**config.mk**
```make
export PLATFORM = sky130hd
export DESIGN_NAME = pipe_stage_skid_reg_flat
export DESIGN_NICKNAME = d
export VERILOG_FILES = /design/src/rtl/pipe_stage_skid_reg_if.sv /design/src/rtl/pipe_stage_skid_reg.sv /design/src/flat_wrapper.sv
export SDC_FILE = /design/constraint.sdc
export NUM_CORES = 1
export LEC_CHECK = 0
export BUFFER_PORTS_ARGS = -buffer_cell sky130_fd_sc_hd__buf_2
export CELL_PAD_IN_SITES_DETAIL_PLACEMENT = 1
export CELL_PAD_IN_SITES_GLOBAL_PLACEMENT = 2
export CORE_ASPECT_RATIO = 0.5
export CORE_MARGIN = 2
export CORE_UTILIZATION = 34
export CTS_CLUSTER_DIAMETER = 100
export DETAILED_ROUTE_END_ITERATION = 16
export HOLD_SLACK_MARGIN = 0.12
export PLACE_DENSITY = 0.87
export SLEW_MARGIN = 20
export SYNTH_ARGS = -nofsm -noshare
export SYNTH_HDL_FRONTEND = slang
export SYNTH_SLANG_ARGS = --single-unit
```
**constraint.sdc**
```tcl
create_clock -name clk -period 2.7 [get_ports clk]
set_input_delay 0 -clock clk [delete_from_list [all_inputs] [get_ports clk]]
set_output_delay 0 -clock clk [all_outputs]
set_load 0.05 [all_outputs]
```
**src/rtl/pipe_stage_skid_reg_if.sv**
```systemverilog
// Valid/ready handshake bundle around one pipeline stage: upstream in_* side and
// downstream out_* side. The stage uses the slave view; its environment uses master.
interface pipe_stage_skid_reg_if #(
  parameter int DATA_W = 32,
  parameter int CTRL_W = 8
) ();
  logic              in_valid;
  logic              in_ready;
  logic [DATA_W-1:0] in_data;
  logic [CTRL_W-1:0] in_ctrl;
  logic              out_valid;
  logic              out_ready;
  logic [DATA_W-1:0] out_data;
  logic [CTRL_W-1:0] out_ctrl;

  modport master (
    output in_valid, in_data, in_ctrl, out_ready,
    input  in_ready, out_valid, out_data, out_ctrl
  );

  modport slave (
    input  in_valid, in_data, in_ctrl, out_ready,
    output in_ready, out_valid, out_data, out_ctrl
  );
endinterface

```
**src/rtl/pipe_stage_skid_reg.sv**
```systemverilog
// Two-entry skid-buffered pipeline register (falling-edge clocked). in_ready and
// out_valid come straight from flops so no ready path crosses the stage.
module pipe_stage_skid_reg #(
  parameter int DATA_W = 32,
  parameter int CTRL_W = 8,
  parameter int CNT_W  = 16
) (
  input  logic                 clk,
  input  logic                 reset,
  input  logic                 flush,
  pipe_stage_skid_reg_if.slave bus,
  output logic [1:0]           occupancy,
  output logic [CNT_W-1:0]     stall_cnt
);

  typedef enum logic [1:0] {EMPTY = 2'd0, FULL = 2'd1, SKID = 2'd2} state_e;

  state_e            state_q, state_d;
  logic              in_ready_q, out_valid_q;
  logic [DATA_W-1:0] main_data_q, skid_data_q;
  logic [CTRL_W-1:0] main_ctrl_q, skid_ctrl_q;
  logic [CNT_W-1:0]  stall_q;

  logic accept, fire;
  logic load_main_in, load_main_skid, load_skid_in, clr_main_ctrl;

  assign accept = bus.in_valid & in_ready_q;
  assign fire   = out_valid_q & bus.out_ready;

  // State register, plus the handshake flags precomputed from the next state
  always_ff @(negedge clk) begin
    if (reset) begin
      state_q     <= EMPTY;
      in_ready_q  <= 1'b1;
      out_valid_q <= 1'b0;
    end else begin
      state_q     <= state_d;
      in_ready_q  <= (state_d != SKID);
      out_valid_q <= (state_d != EMPTY);
    end
  end

  // Next-state and datapath steering
  always_comb begin
    state_d        = state_q;
    load_main_in   = 1'b0;
    load_main_skid = 1'b0;
    load_skid_in   = 1'b0;
    clr_main_ctrl  = 1'b0;
    case (state_q)
      EMPTY: begin
        if (accept) begin
          state_d      = FULL;
          load_main_in = 1'b1;
        end
      end
      FULL: begin
        if (fire && accept) begin
          load_main_in = 1'b1;
        end else if (fire) begin
          state_d       = EMPTY;
          clr_main_ctrl = 1'b1;
        end else if (accept) begin
          state_d      = SKID;
          load_skid_in = 1'b1;
        end
      end
      SKID: begin
        if (fire) begin
          state_d        = FULL;
          load_main_skid = 1'b1;
        end
      end
      default: state_d = EMPTY;
    endcase
    if (flush) state_d = EMPTY;
  end

  // Output decode
  always_comb begin
    occupancy = 2'd0;
    case (state_q)
      FULL:    occupancy = 2'd1;
      SKID:    occupancy = 2'd2;
      default: occupancy = 2'd0;
    endcase
  end

  // Payload registers; flush squashes control only, data is left as a don't-care bubble
  always_ff @(negedge clk) begin
    if (reset) begin
      main_data_q <= '0;
      main_ctrl_q <= '0;
      skid_data_q <= '0;
      skid_ctrl_q <= '0;
    end else if (flush) begin
      main_ctrl_q <= '0;
      skid_ctrl_q <= '0;
    end else begin
      if (load_main_in) begin
        main_data_q <= bus.in_data;
        main_ctrl_q <= bus.in_ctrl;
      end else if (load_main_skid) begin
        main_data_q <= skid_data_q;
        main_ctrl_q <= skid_ctrl_q;
        skid_ctrl_q <= '0;
      end else if (clr_main_ctrl) begin
        main_ctrl_q <= '0;
      end
      if (load_skid_in) begin
        skid_data_q <= bus.in_data;
        skid_ctrl_q <= bus.in_ctrl;
      end
    end
  end

  // Stall counter ignores flush so back-pressure statistics survive a squash
  always_ff @(negedge clk) begin
    if (reset) begin
      stall_q <= '0;
    end else if (out_valid_q && !bus.out_ready && (stall_q != {CNT_W{1'b1}})) begin
      stall_q <= stall_q + 1'b1;
    end
  end

  assign bus.in_ready  = in_ready_q;
  assign bus.out_valid = out_valid_q;
  assign bus.out_data  = main_data_q;
  assign bus.out_ctrl  = main_ctrl_q;
  assign stall_cnt     = stall_q;

endmodule

```
**src/flat_wrapper.sv**
```systemverilog
// flat-port wrapper written by rule: the top's interface ports become plain ports
module pipe_stage_skid_reg_flat 
#(
  parameter int DATA_W = 32,
  parameter int CTRL_W = 8,
  parameter int CNT_W  = 16
)
  (clk, reset, flush, occupancy, stall_cnt, bus_in_valid, bus_in_data, bus_in_ctrl, bus_out_ready, bus_in_ready, bus_out_valid, bus_out_data, bus_out_ctrl);
  pipe_stage_skid_reg_if #(.DATA_W(DATA_W), .CTRL_W(CTRL_W)) bus_i ();
  input  logic clk;
  input  logic reset;
  input  logic flush;
  output logic [1:0] occupancy;
  output logic [CNT_W-1:0] stall_cnt;
  input wire logic [$bits(bus_i.in_valid)-1:0] bus_in_valid;
  input wire logic [$bits(bus_i.in_data)-1:0] bus_in_data;
  input wire logic [$bits(bus_i.in_ctrl)-1:0] bus_in_ctrl;
  input wire logic [$bits(bus_i.out_ready)-1:0] bus_out_ready;
  output wire logic [$bits(bus_i.in_ready)-1:0] bus_in_ready;
  output wire logic [$bits(bus_i.out_valid)-1:0] bus_out_valid;
  output wire logic [$bits(bus_i.out_data)-1:0] bus_out_data;
  output wire logic [$bits(bus_i.out_ctrl)-1:0] bus_out_ctrl;
  assign bus_i.in_valid = bus_in_valid;
  assign bus_i.in_data = bus_in_data;
  assign bus_i.in_ctrl = bus_in_ctrl;
  assign bus_i.out_ready = bus_out_ready;
  assign bus_in_ready = bus_i.in_ready;
  assign bus_out_valid = bus_i.out_valid;
  assign bus_out_data = bus_i.out_data;
  assign bus_out_ctrl = bus_i.out_ctrl;
  pipe_stage_skid_reg #(.DATA_W(DATA_W), .CTRL_W(CTRL_W), .CNT_W(CNT_W)) u_core (.clk(clk), .reset(reset), .flush(flush), .bus(bus_i), .occupancy(occupancy), .stall_cnt(stall_cnt));
endmodule
```
==> metrics <==
status=completed; cells on worst reg2reg path=5; Power Total=around 3.9 mW; Fillers=between 1500 and 2000; most frequent cell after synthesis=dfxtp_1; Setup Skew=0.01855 ns; # nets final=742; Startpoint Class=flop; Final ANT Viol Nets=0; Post-synth top cells=100 x dfxtp_1, 87 x a21oi_1, 86 x nand2_1; power density of the placed cells=660.3 mW/mm²; total gr overflow=0; Ports=105; Max Slew Vio Count=0; hold_ws=0.4494 ns; postcts setup bufs=0; syn nets=between 500 and 600; diodes inserted=0; placed cell area=0.005187 mm²; DP HPWL=8.253 mm; internal reg-to-reg setup slack=0.64 ns; Async SR Flop Fraction=0; Clock H-tree levels=3; Longest Clk Path Bufs=2; global-route wire length before repair=20.82 mm; Yosys reg bits=100; Setup WS post-layout=0.06513 ns; Post-synth EDFFs=0; clk_lat worst skew=around 0.4 ns; # setup viols final=0; worst hold path type=flop to flop; Max stage delay on crit path=0.38 ns; fin cells=~870; Ys Warns=0; Starting Density=0.3563; pin slew with the least headroom to its limit=0.4000 ns; RSZ-0062 raised after global routing=no; Post-Place Cells=751; Static Leak=2.686 nW; largest net degree at the start of global routing=65; register area share after synthesis=0.4662; WL final=12.37 mm; Vias=4395; post-route setup TNS=0 ns; Max-Cap Viols=0; pre-CTS WS=-0.1814 ns; crit end category=output port; multi-input logic area=0.002141 mm²; layout cells sized above 1=0.2325; per-cell routed wire length=14.28 µm; CP Class=flop to output port; critical path arrival=2.63 ns; clock root buffer=clkbuf_16; Total Routing Usage GR=0.1852; clock buffer count from CTS=9; initial antenna violation count=0; Hold Path Stages=2; Starting DRT DRC Count=between 150 and 200; syn_area_per_cell=between 8 and 9 µm²; Final Cell Area=0.005834 mm²; Max FO, Critical Path=5; FF/Latch Area=0.002003 mm²; Cell Rows=28; Sink Count=100; Netlist cell types=42; GPL Wtd Cong=0.7291; FF-to-FF Start=u_core.stall_cnt[0]; Synth Cell Area=0.004294 mm²; Die ar.=0.01360 mm²; Max transition margin=0.7313; cts hold-fix bufs=0; Critical Path RT=2.70 ns; buffers added on ports=104; hold_sp=u_core.skid_data_q[18]; Core ar.=0.01205 mm²; Post-synth top flop=dfxtp_1; Hold EP=u_core.skid_data_q[18]; Synth area leader=dfxtp_1; reg2reg end=u_core.stall_cnt[12]; Area growth, synth to finish=35.87%; CP max stage cell=dfxtp_1; critical-path cell list=nor2b_1, buf_2; Die Ht=83.47 µm; Initial DRT Pass Iterations=4; Top delay family on crit path=flip-flops; vias in the first global route=4760; Layout Utilization=0.4841; Post-Synthesis Cells=489; die width=between 150 and 200 µm; Synth top area share=0.4662; largest cells by area after synthesis=dfxtp_1 47%, a21oi_1 10%, mux2i_1 7.9%; Max VDD drop=0.3418 mV; drc violations=0; CTS tree=yes; Reg clk slew, reported paths=approximately 0.030 ns; Fin. Hold Viols=0; WP buf/inv=1; # resized after CTS=1; vias per cell=5.075
==> area by class of cell <==
class / count / area share
multi-input cells: 345 / 0.3669
flip-flops and latches: 100 / 0.3433
repair buffers: 135 / 0.1398
clock inverters: 107 / 0.07270
clock buffers: 9 / 0.03860
well taps: 165 / 0.03538
inverters: 5 / 0.003217
==> registers in the layout (all words and copies together), names as in the netlist <==
| register | count |
|---|---|
| u_core.bus.in_ready | 1 |
| u_core.bus.out_ctrl | 8 |
| u_core.bus.out_data | 32 |
| u_core.bus.out_valid | 1 |
| u_core.skid_ctrl_q | 8 |
| u_core.skid_data_q | 32 |
| u_core.stall_cnt | 16 |
| u_core.state_q | 2 |
==> cell families after synthesis <==
kind of cell               count (synthesis)  synth area share
muxes                                     39           0.09237
adders and majority gates                  1          0.002913
and+or+nand+nor                          158            0.1780
DFF                                      100            0.4662
AOI/OAI and AO/OA                        147            0.2203
buffers and inverters                     44           0.04021
==> routing by layer <==
metal,global-route usage,part of all wire
met4,0.07160,0.0055
met1,0.2093,0.46
met5,0,0
met2,0.3205,0.51
met3,0.06607,0.032
==> power breakdown <==
| part | leakage [nW] | switching (mW) | internal [mW] |
|---|---|---|---|
| clock network | 0.676 | 0.957 | 0.826 |
| logic | 1.20 | 0.339 | 0.165 |
| registers | 0.813 | 0.0278 | 1.54 |
| total | 2.69 | 1.32 | 2.53 |
==> worst register-to-register path, cell delays in order (launching register included) <==
cell and delay (ns):
dfxtp_1 0.41, ha_1 0.22, nand3_2 0.19, or4_1 0.56, o311ai_0 0.42, o41ai_1 0.13
==> how the worst max path moves through the flow <==
| stage | from | end | depth (start not counted) |
|---|---|---|---|
| final | u_core.state_q[0] | occupancy[0] | 2 |
| after global routing | u_core.state_q[0] | occupancy[0] | 2 |
| after CTS | u_core.state_q[0] | occupancy[0] | 2 |
| after detailed placement | bus_out_ready | u_core.stall_cnt[11] | 5 |
| after global placement | bus_out_ready | u_core.stall_cnt[15] | 5 |
| after floorplan | bus_out_ready | u_core.stall_cnt[15] | 4 |
==> cells in the final DEF (no fill, tap or decap), drive strengths merged, types with 3 or more instances in the layout <==
cell	count
dfxtp	100
clkbuf	9
o31ai	3
nand2	86
a22oi	8
a21oi	87
nand3b	8
o41ai	3
mux2	5
buf	135
nand3	13
inv	110
nor3	7
or4	6
nor4	3
nand4	4
a311oi	33
mux2i	34
nor2b	8
nor2	11
No activity file was read; power rests on OpenSTA's default activity.
